**src/rtl/dmem_arb_pkg.sv**
```systemverilog
// Shared definitions for the data-memory arbiter: default widths and the
// read-response owner encoding.
package dmem_arb_pkg;

    localparam int DMEM_ADDR_W = 12;
    localparam int DMEM_DATA_W = 18;

    typedef enum logic [1:0] {
        OWN_NONE = 2'd0,
        OWN_CPU  = 2'd1,
        OWN_EXT  = 2'd2
    } owner_e;

endpackage

```
**src/rtl/dmem_arbiter.sv**
```systemverilog
// Arbitrates the single-ported data memory between the CPU load/store path and
// the external loader/debug port; read data returns one cycle after the grant.
module dmem_arbiter
    import dmem_arb_pkg::*;
#(
    parameter int ADDR_W   = DMEM_ADDR_W,
    parameter int DATA_W   = DMEM_DATA_W,
    parameter int LOCK_MAX = 15
) (
    input  logic              clk,
    input  logic              reset,

    input  logic              cpu_req,
    input  logic              cpu_we,
    input  logic [ADDR_W-1:0] cpu_addr,
    input  logic [DATA_W-1:0] cpu_wdata,
    output logic              cpu_gnt,
    output logic              cpu_stall,
    output logic              cpu_rvalid,
    output logic [DATA_W-1:0] cpu_rdata,

    input  logic              ext_req,
    input  logic              ext_we,
    input  logic              ext_lock,
    input  logic [ADDR_W-1:0] ext_addr,
    input  logic [DATA_W-1:0] ext_wdata,
    output logic              ext_gnt,
    output logic              ext_rvalid,
    output logic [DATA_W-1:0] ext_rdata,

    output logic [ADDR_W-1:0] mem_addr,
    output logic [DATA_W-1:0] mem_wdata,
    output logic              mem_we,
    output logic              mem_re,
    input  logic [DATA_W-1:0] mem_rdata
);

    localparam logic [7:0] LOCK_MAX_C = 8'(LOCK_MAX);

    logic       last_ext_q, last_ext_d;
    logic [7:0] lock_cnt_q, lock_cnt_d;
    owner_e     rsp_owner_q, rsp_owner_d;

    logic       lock_active;
    logic       cpu_win;
    logic       ext_win;

    always_ff @(posedge clk or negedge reset) begin
        if (!reset) begin
            last_ext_q  <= 1'b1;
            lock_cnt_q  <= 8'd0;
            rsp_owner_q <= OWN_NONE;
        end else begin
            last_ext_q  <= last_ext_d;
            lock_cnt_q  <= lock_cnt_d;
            rsp_owner_q <= rsp_owner_d;
        end
    end

    // Winner select; grants are forced low while reset is held.
    always_comb begin
        lock_active = last_ext_q && ext_lock && ext_req && (lock_cnt_q < LOCK_MAX_C);
        cpu_win     = 1'b0;
        ext_win     = 1'b0;
        if (reset) begin
            if (cpu_req && ext_req) begin
                if (lock_active) begin
                    ext_win = 1'b1;
                end else if (last_ext_q) begin
                    cpu_win = 1'b1;
                end else begin
                    ext_win = 1'b1;
                end
            end else begin
                cpu_win = cpu_req;
                ext_win = ext_req;
            end
        end
    end

    always_comb begin
        last_ext_d = last_ext_q;
        if (cpu_win) begin
            last_ext_d = 1'b0;
        end else if (ext_win) begin
            last_ext_d = 1'b1;
        end

        lock_cnt_d = lock_cnt_q;
        if (cpu_win || !ext_lock) begin
            lock_cnt_d = 8'd0;
        end else if (ext_win) begin
            lock_cnt_d = (lock_cnt_q >= LOCK_MAX_C) ? LOCK_MAX_C : lock_cnt_q + 8'd1;
        end

        rsp_owner_d = OWN_NONE;
        if (cpu_win && !cpu_we) begin
            rsp_owner_d = OWN_CPU;
        end else if (ext_win && !ext_we) begin
            rsp_owner_d = OWN_EXT;
        end
    end

    always_comb begin
        cpu_gnt   = cpu_win;
        ext_gnt   = ext_win;
        cpu_stall = cpu_req & ~cpu_win;

        mem_addr  = '0;
        mem_wdata = '0;
        if (cpu_win) begin
            mem_addr  = cpu_addr;
            mem_wdata = cpu_wdata;
        end else if (ext_win) begin
            mem_addr  = ext_addr;
            mem_wdata = ext_wdata;
        end
        mem_we = (cpu_win & cpu_we) | (ext_win & ext_we);
        mem_re = (cpu_win & ~cpu_we) | (ext_win & ~ext_we);

        cpu_rvalid = (rsp_owner_q == OWN_CPU);
        ext_rvalid = (rsp_owner_q == OWN_EXT);
        cpu_rdata  = mem_rdata;
        ext_rdata  = mem_rdata;
    end

endmodule

```
**config.mk**
```make
export PLATFORM = sky130hd
export DESIGN_NAME = dmem_arbiter
export DESIGN_NICKNAME = d
export VERILOG_FILES = /design/src/rtl/dmem_arb_pkg.sv /design/src/rtl/dmem_arbiter.sv
export SDC_FILE = /design/constraint.sdc
export NUM_CORES = 1
export LEC_CHECK = 0
export BUFFER_PORTS_ARGS = -buffer_cell sky130_fd_sc_hd__buf_2
export CORE_UTILIZATION = 28
export DETAILED_ROUTE_END_ITERATION = 10
export PLACE_DENSITY = 0.77
export SLEW_MARGIN = 30
export SYNTH_ARGS = -nofsm -noshare
export SYNTH_HDL_FRONTEND = slang
export SYNTH_SLANG_ARGS = --single-unit
```
**constraint.sdc**
```tcl
create_clock -name clk -period 2.1 [get_ports clk]
set_clock_uncertainty 0.2 [all_clocks]
set_input_delay 0.315 -clock clk [delete_from_list [all_inputs] [get_ports clk]]
set_output_delay 0.315 -clock clk [all_outputs]
set_load 0.02 [all_outputs]
```
Yosys cells after proc, flatten, opt, wreduce, memory -nomap -nowiden
Index checks and enable logic that the tools add are counted.
Operators by class
  reduce and logical (&&, ||, !) cells: 12
  equality and inequality tests: 2
  magnitude comparators: 2
  multiplexer cells: 19
  bitwise operators: 10
  add/sub/neg operators: 1
Operator list (number)
  two-way mux 18 bit: 2
  two-way mux 12 bit: 2
  two-way mux 8 bit: 3
  two-way mux 1 bit: 10
  adder 8 x 1 -> 8 bit, second input constant: 1
  >= comparator 8 x 4 -> 1 bit, second input constant: 1
  less-than comparator 8 x 4 -> 1 bit, second input constant: 1
  logical AND 1 bit: 6
  bitwise AND 1 bit: 5
  two-way mux 2 bit: 2
  nonzero test 2 bit: 2
  logical NOT 1 bit: 3
  inverter 1 bit: 3
  == test 2 x 1 -> 1 bit, second input constant: 1
  == test 2 bit, second input constant: 1
  OR 1 bit: 2
  logical OR 1 bit: 1
Storage, ports and cells
  logic and storage cells: 49
  bits in registers: 11
  output and inout bits: 73
  input port bits: 85

Logic depth before layout (Yosys ltp)
Gate-level depths: netlist of run 1.
  depth after elaboration: 9
  gate-level depth with buffers: 6
  depth with buffers taken out: 5

Worst setup path before layout of run 1
No wires, ideal clock.
  kind: register -> output
  start: reg lock_cnt_q[0]
  end: out mem_addr[10]
  stages on the path, launching flop included: 7
  buffers on the path: 1
  required time: 1.585 ns
  arrival time: 1.748 ns
  slack: -0.163 ns
  cells stage by stage: dfrtp_1 -> ha_1 -> nand3_1 -> a31o_2 -> a21oi_4 -> buf_2 -> a22o_1
On the way
  elaborated cells on any way between the ends: 10
  classes of those cells: 1 x order compare; 8 x mux; 1 x reduce/logical
RTL lines
  start, declared: RTL line dmem_arbiter.sv:41  | logic [7:0] lock_cnt_q, lock_cnt_d;
  start signal, assigned: RTL line dmem_arbiter.sv:55  | lock_cnt_q <= lock_cnt_d;
  less-than comparator 8 x 4 -> 1 bit: RTL line dmem_arbiter.sv:62  | lock_active = last_ext_q && ext_lock && ext_req && (lock_cnt_q < LOCK_MAX_C);
  logical AND 1 bit: RTL line dmem_arbiter.sv:62
  two-way mux 1 bit: RTL line dmem_arbiter.sv:67  | if (lock_active) begin
  two-way mux 1 bit: RTL line dmem_arbiter.sv:66  | if (cpu_req && ext_req) begin
  two-way mux 1 bit: RTL line dmem_arbiter.sv:65  | if (reset) begin
  via cpu_gnt: RTL line dmem_arbiter.sv:17  | output logic cpu_gnt,
  two-way mux 12 bit: RTL line dmem_arbiter.sv:111  | if (cpu_win) begin
  end, declared: RTL line dmem_arbiter.sv:31  | output logic [ADDR_W-1:0] mem_addr,
The timed path passes the listed nets, and every way through them passes these cells.

Worst setup path after layout of run 1
  start: reg lock_cnt_q[6]
  end: out mem_addr[11]
On the way
  longest elaborated chain between the ends: 7
  elaborated cells on any way between the ends: 10
  classes of those cells: 1 x order compare; 8 x mux; 1 x reduce/logical
Ends and longest elaborated chain
  less-than comparator 8 x 4 -> 1 bit (*): RTL line dmem_arbiter.sv:62
  logical AND 1 bit (*): RTL line dmem_arbiter.sv:62
  two-way mux 1 bit: RTL line dmem_arbiter.sv:67
  two-way mux 1 bit: RTL line dmem_arbiter.sv:66
  two-way mux 1 bit: RTL line dmem_arbiter.sv:65
  two-way mux 12 bit: RTL line dmem_arbiter.sv:114  | end else if (ext_win) begin
  two-way mux 12 bit (*): RTL line dmem_arbiter.sv:111
Every way passes the cells marked *; elsewhere a longest branch is shown, timed or not.

==> results of run 1 <==
-- cell usage in the layout (no fill, tap or decap), types with 2 or more instances in the layout --
| cell type | instances |
|---|---|
| sky130_fd_sc_hd__buf_2 | 70 |
| sky130_fd_sc_hd__buf_6 | 27 |
| sky130_fd_sc_hd__a22o_4 | 26 |
| sky130_fd_sc_hd__buf_4 | 25 |
| sky130_fd_sc_hd__dfrtp_1 | 10 |
| sky130_fd_sc_hd__nand2_1 | 6 |
| sky130_fd_sc_hd__a22o_1 | 5 |
| sky130_fd_sc_hd__o211a_1 | 4 |
| sky130_fd_sc_hd__nor2b_1 | 3 |
| sky130_fd_sc_hd__o21ai_0 | 3 |
| sky130_fd_sc_hd__and3_1 | 3 |
| sky130_fd_sc_hd__clkbuf_8 | 3 |
| sky130_fd_sc_hd__clkbuf_16 | 3 |
| sky130_fd_sc_hd__inv_1 | 2 |
| sky130_fd_sc_hd__and2_1 | 2 |
| sky130_fd_sc_hd__nand3_1 | 2 |
| sky130_fd_sc_hd__nor2_1 | 2 |
| sky130_fd_sc_hd__or4_1 | 2 |
| sky130_fd_sc_hd__buf_12 | 2 |
| sky130_fd_sc_hd__buf_8 | 2 |
-- critical path: stages (launching register included) --
cell and delay (ns):
sky130_fd_sc_hd__dfrtp_1 0.41, sky130_fd_sc_hd__nor4_4 0.31, sky130_fd_sc_hd__buf_4 0.18, sky130_fd_sc_hd__a31oi_4 0.10
sky130_fd_sc_hd__nor2_4 0.12, sky130_fd_sc_hd__buf_4 0.14, sky130_fd_sc_hd__buf_12 0.11, sky130_fd_sc_hd__a22o_1 0.17
sky130_fd_sc_hd__buf_6 0.13
-- kinds of logic after synthesis --
kind of cell / after synthesis / share of synthesized area
AND/OR/NAND/NOR: 28 / 0.152
adder cells (fa/ha/maj): 1 / 0.0107
AO/OA/AOI/OAI: 45 / 0.338
buffers and inverters: 44 / 0.263
flip-flops: 11 / 0.236
-- repair_timing --
item / in CTS / in global routing
cloned: 1 / 4
resized for setup: 53 / 16
hold buffers: 1 / 0
setup endpoints to repair: 35 / 39
hold endpoints to repair: 10 / 0
pin swaps: 4 / 4
buffers inserted: 7 / 6
-- per-layer routing --
metal / share of wire / up-vias / track usage
li1: - / 641 / -
met1: 0.39 / 645 / 0.193
met2: 0.53 / 68 / 0.270
met3: 0.064 / 9 / 0.0428
met4: 0.012 / 0 / 0.0585
met5: 0 / - / 0
-- state kept, by name, summed over array words and instances, names as in the netlist --
register and cells:
lock_cnt_q 8, rsp_owner_q 2, last_ext_q 1
-- metrics by stage --
| step | cells | area [um2] | hold slack (ns) | setup TNS (ns) |
|---|---|---|---|---|
| CTS | 263 | 2120 | 0.0621 | -10.29 |
| detailed placement | 250 | 1810 | 0.0991 | -3.48 |
| floorplan | 129 | 1450 | -0.181 | 0 |
| finish | 272 | 2280 | 0.0487 | -11.26 |
| global placement | 250 | 1810 | 0.0973 | -2.38 |
| global route | 272 | 2280 | 0.0572 | -13.93 |
-- area by class of cell --
class | count | area (um2)
fill | 338 | 1720
timing repair buffer | 131 | 1020
multi-input combinational | 74 | 867
sequential | 11 | 277
tap | 50 | 62.6
clock buffer | 3 | 41.3
inverter | 2 | 7.51
clock inverter | 1 | 5.00
-- final timing paths --
kind	endpoint	slack, ns	cells after the start
worst max-delay path	mem_addr[11]	-0.36	8
worst min-delay path	rsp_owner_q[1]$_DFF_PN0_	0.05	2
worst max register to register	lock_cnt_q[1]$_DFFE_PN0P_	0.07	8
worst min register to register	last_ext_q$_DFFE_PN1P_	0.33	2
max in group asynchronous	last_ext_q$_DFFE_PN1P_	0.98	4
min in group asynchronous	lock_cnt_q[6]$_DFFE_PN0P_	0.50	4
-- power groups by stage --
stage	clock network, mW	registers [mW]	logic [mW]
6_report	0.223	0.229	0.463
2_1_floorplan	0	0.230	0.314
3_5_place_dp	0	0.230	0.367
5_1_grt	0.233	0.230	0.490
3_3_place_gp	0	0.230	0.363
4_1_cts	0.224	0.228	0.426
==> flow_summary.toml, run 1 <==
[run_status]
status = "finished with violations"
failed_checks = "negative setup slack"

[critical_path]
timing.critical_path.from = "lock_cnt_q[6]$_DFFE_PN0P_"
worst-endpoint-arrival_ns = 1.94
crit_path_max_fanout = 6
worstSetupPathType = "reg2out"
worstReg2RegStart = "lock_cnt_q[6]$_DFFE_PN0P_"
startpoint_type = "flip-flop"
setup.worst_path.end_class = "output pin"
critical_path_required_ns = 1.58

[timing]
slew_headroom = 0.735
final-hold-violation-count = 0
grt_setup_unrepaired = "yes"
finalCriticalPeriod_ns = 2.46
tightestPinTransition_ns = 0.393
max_clock_freq_mhz = 407
timing.final.crit_share = 1.17
setup-violations-final = 35
finalWorstSetupSlack_ns = -0.356
slew_violations = 0

[cts]
clock_tree.buffer_depth = 2
cts_buffers = 3
clock_tree_from_tritoncts = "done"
clock_sink_count = 11
ctsRootBufferMaster = "sky130_fd_sc_hd__clkbuf_8"
clk-insertion-delay-late_ns = 0.25
clkSlewWorstSetupHoldPaths_ns = 0.06
htree_levels = 1

[worst_hold_path]
hold_path_startpoint = "ext_we"
timing.hold.worst.class = "in2reg"

[power]
combinationalPowerShare = 0.506
leak_nw = 1.25
power.internal_mw = 0.610
power.clock.fraction = 0.244
switching_share = 0.334
switching_power_mw = 0.306
totalPowerFinal_mw = 0.916
seq_power_share = 0.250
p_per_area_mw_per_mm2 = 401
vdd_drop_max_mv = 0.227

[synth]
ys_types = 30
predominant_post_synthesis_flop_cell = "sky130_fd_sc_hd__dfrtp_1"
syn_inst_count = 129
synthTopCellsByArea = "sky130_fd_sc_hd__a22o_1, sky130_fd_sc_hd__buf_4, sky130_fd_sc_hd__dfrtp_1"
number_of_nets_produced_by_synthesis = 215
number_of_enable_flip_flop_cells_after_synthesis = 0
mappedNetlistArea_mm2 = 0.00117
ys_ff_latch = 11
synth.yosys.seq_area_share = 0.236
synth-warning-count = 0
postSynthAreaPerCell_um2 = 9.07
ys_top_cells_by_count = "sky130_fd_sc_hd__buf_4, sky130_fd_sc_hd__a22o_1, sky130_fd_sc_hd__dfrtp_1"
post-synth-top-count-cell = "sky130_fd_sc_hd__buf_4"
ys_async_sr_fraction = 1.00
netlist.area_leader.share = 0.232
netlist.top_cell.by_area = "sky130_fd_sc_hd__a22o_1"

[layout]
final_nets = 309
antenna_cells = 0
area_delta_synth_final_pct = 95.3
share_of_layout_cells_above_drive_strength_1 = 0.775
finalCoreUtilization = 0.571

[grt]
first_global_vias = 1205
gr-total-overflow = 0
grtUsageTotal = 0.160
grt_antenna_before_repair = 0
maximum_number_of_pins_on_one_net_before_global_route_repair = 25
global_route_wire_length_before_repair_um = 5430

[die]
horizontal_die_dimension_um = 66.6
fp.dieArea_mm2 = 0.00444
starting_density_of_the_core = 0.292
fp-row-count = 23
io-pin-count = 158
floorplan.core_area_mm2 = 0.00400
die_y_um = 66.6

[job]
timing.max_cap.violations = 0

[placed_design]
place_congestion = 0.806
buffers_on_ports = 103
dp.final_hpwl_um = 2880
dp_slack_ns = -0.126

[detailed_routing]
drc = 0
post_drt_wl_per_cell_um = 15.3
number_of_vias_after_detailed_routing = 1363
detailedRoute.firstIterationViolations = 89
detail_route.first_pass.iterations = 4
avgViaCountPerCell = 5.01
antenna_left = 0
drt_wl_total_um = 4170
Note: power is estimated with default switching activity, not from simulation.
==> run 2, diff against run 1 <==
CAP_MARGIN = 20   (was default)
CORE_UTILIZATION = 29   (was 28)
CTS_BUF_LIST = sky130_fd_sc_hd__clkbuf_4 sky130_fd_sc_hd__clkbuf_8   (was default)
PLACE_DENSITY = 0.79   (was 0.77)
==> flow_summary.toml, run 2 (same netlist as run 1, synthesis figures left out) <==
[layout]
top_regs = "lock_cnt_q x8, rsp_owner_q x2, last_ext_q x1"
final_nets = 304
largest_register_ffs = 8
sequential_cell_area_um2 = 277
multi_input_area_um2 = 867
area_delta_synth_final_pct = 88.7
final_cell_mix = "sky130_fd_sc_hd__buf_2, sky130_fd_sc_hd__buf_6, sky130_fd_sc_hd__a22o_4, sky130_fd_sc_hd__buf_4, sky130_fd_sc_hd__dfrtp_1"
share_of_layout_cells_above_drive_strength_1 = 0.770
mostFrequentLayoutCell = "sky130_fd_sc_hd__buf_2"
antenna_cells = 0
top_register = "lock_cnt_q"
fill_cells = 294
finish.instance_area_mm2 = 0.00221

[critical_path]
crit_path_cell_trace = "ha_4 > nand3_4 > buf_6 > a31oi_4 > nor2_4 > clkbuf_16 > a22o_4 > buf_6"
crit_path_max_fanout = 9
crit_path_top_delay_cell = "sky130_fd_sc_hd__dfrtp_1"
path_delay_family = "compound AO/OA/AOI/OAI gates"
critical_path_required_ns = 1.58
worstSetupPathType = "reg2out"
startpoint_type = "flip-flop"
timing.critical_path.from = "lock_cnt_q[0]$_DFFE_PN0P_"
timing.critical_path.mode_cell = "sky130_fd_sc_hd__buf_6"
worst-endpoint-arrival_ns = 1.88
maximum_cell_stage_delay_along_the_critical_path_ns = 0.39
setup.worst_path.end_class = "output pin"
worstReg2RegStart = "lock_cnt_q[6]$_DFFE_PN0P_"
cp_num_buf_inv = 3

[cts]
clkSlewWorstSetupHoldPaths_ns = 0.05
clock_tree_from_tritoncts = "done"
clock_sink_count = 11
cts_buffers = 3
clk-insertion-delay-late_ns = 0.23
ctsRootBufferMaster = "sky130_fd_sc_hd__clkbuf_8"
clock_tree.buffer_depth = 2
htree_levels = 1

[placed_design]
buffers_on_ports = 103
placed_area_mm2 = 0.00184
place_congestion = 0.786
dp_slack_ns = -0.0909
dp.final_hpwl_um = 3000

[detailed_routing]
antenna_left = 0
post_drt_wl_per_cell_um = 15.2
number_of_vias_after_detailed_routing = 1311
drt_wl_total_um = 4040
drc = 0
detail_route.first_pass.iterations = 4
detailedRoute.firstIterationViolations = 40
avgViaCountPerCell = 4.95

[timing]
final-hold-violation-count = 0
finalCriticalPeriod_ns = 2.39
final.setup.tns_ns = -9.34
max_clock_freq_mhz = 418
finalHoldWorstSlack_ns = 0.0730
slew_violations = 0
slew_headroom = 0.775
grt_setup_unrepaired = "yes"
tightestPinTransition_ns = 0.334
setup-violations-final = 35
timing.final.crit_share = 1.14
finalWorstSetupSlack_ns = -0.291

[die]
fp.dieArea_mm2 = 0.00429
horizontal_die_dimension_um = 65.5
fp-row-count = 22
floorplan.core_area_mm2 = 0.00377
die_y_um = 65.5
starting_density_of_the_core = 0.310
io-pin-count = 158

[power]
p_per_area_mw_per_mm2 = 405
leak_nw = 1.21
vdd_drop_max_mv = 0.222

[worst_hold_path]
hold_path_startpoint = "ext_we"
timing.hold.worst.class = "in2reg"

[grt]
grtUsageTotal = 0.176
grt_antenna_before_repair = 0
global_route_wire_length_before_repair_um = 5960
maximum_number_of_pins_on_one_net_before_global_route_repair = 20
gr-total-overflow = 0
first_global_vias = 1338

[run_status]
status = "finished with violations"
failed_checks = "negative setup slack"

[job]
timing.max_cap.violations = 0
## run 2: changes by cell type in the layout (fill, tap and decap cells not counted), sizes merged
cell	change
clkinv	-1
buf	-3
clkbuf	-1
## run 2: power breakdown
group          leakage, nW  internal, mW  switching (mW)
sequential           0.148         0.222         0.00817
combinational         1.04         0.243           0.204
clock               0.0262         0.146          0.0715
total                 1.21         0.611           0.283
## run 2: worst reg2reg max path: stages, from the launching register on
cell                      delay (ns)
sky130_fd_sc_hd__dfrtp_1        0.41
sky130_fd_sc_hd__nor4_4         0.30
sky130_fd_sc_hd__buf_4          0.17
sky130_fd_sc_hd__buf_4          0.10
sky130_fd_sc_hd__buf_4          0.11
sky130_fd_sc_hd__nand2_1        0.07
sky130_fd_sc_hd__a41oi_2        0.32
sky130_fd_sc_hd__o211a_1        0.22
## run 2: final timing paths
path                       slack, ns  cells after the start                   endpoint
setup / recovery               -0.29                      8                mem_addr[8]
hold / removal                  0.07                      2   rsp_owner_q[1]$_DFF_PN0_
max in group asynchronous       0.90                      5  lock_cnt_q[3]$_DFFE_PN0P_
hold reg to reg                 0.33                      2     last_ext_q$_DFFE_PN1P_
min in group asynchronous       0.48                      2     last_ext_q$_DFFE_PN1P_
setup reg to reg                0.15                      7  lock_cnt_q[0]$_DFFE_PN0P_
## run 2: final cells by class
class                           count  share of cell area
Clock buffer                        4              0.0221
Timing Repair Buffer              126               0.429
Sequential cell                    11               0.125
Inverter                            2             0.00340
Tap cell                           48              0.0272
Multi-Input combinational cell     74               0.393
## run 2: routing by layer
metal	wire [um]	GRT usage
met1	1430	0.183
met2	2330	0.348
met3	263	0.0417
met4	12	0.0380
met5	0	0
## run 2: stage by stage
| stage | total power, mW | util | instances |
|---|---|---|---|
| after detailed placement | 0.603 | 0.488 | 251 |
| after CTS | 0.880 | 0.562 | 261 |
| after global placement | 0.597 | 0.488 | 251 |
| final | 0.894 | 0.585 | 265 |
| after global routing | 0.935 | 0.585 | 265 |
| after floorplan | 0.544 | - | 129 |
## run 2: what timing repair did
| action | 4_1_cts | 5_1_grt |
|---|---|---|
| endpoints found under the hold margin | 11 | 0 |
| cloned | 1 | 1 |
| endpoints found under the setup margin | 35 | 36 |
| pin swaps | 3 | 1 |
| setup buffers | 5 | 5 |
| hold buffers | 1 | 0 |
| resized for setup | 53 | 20 |
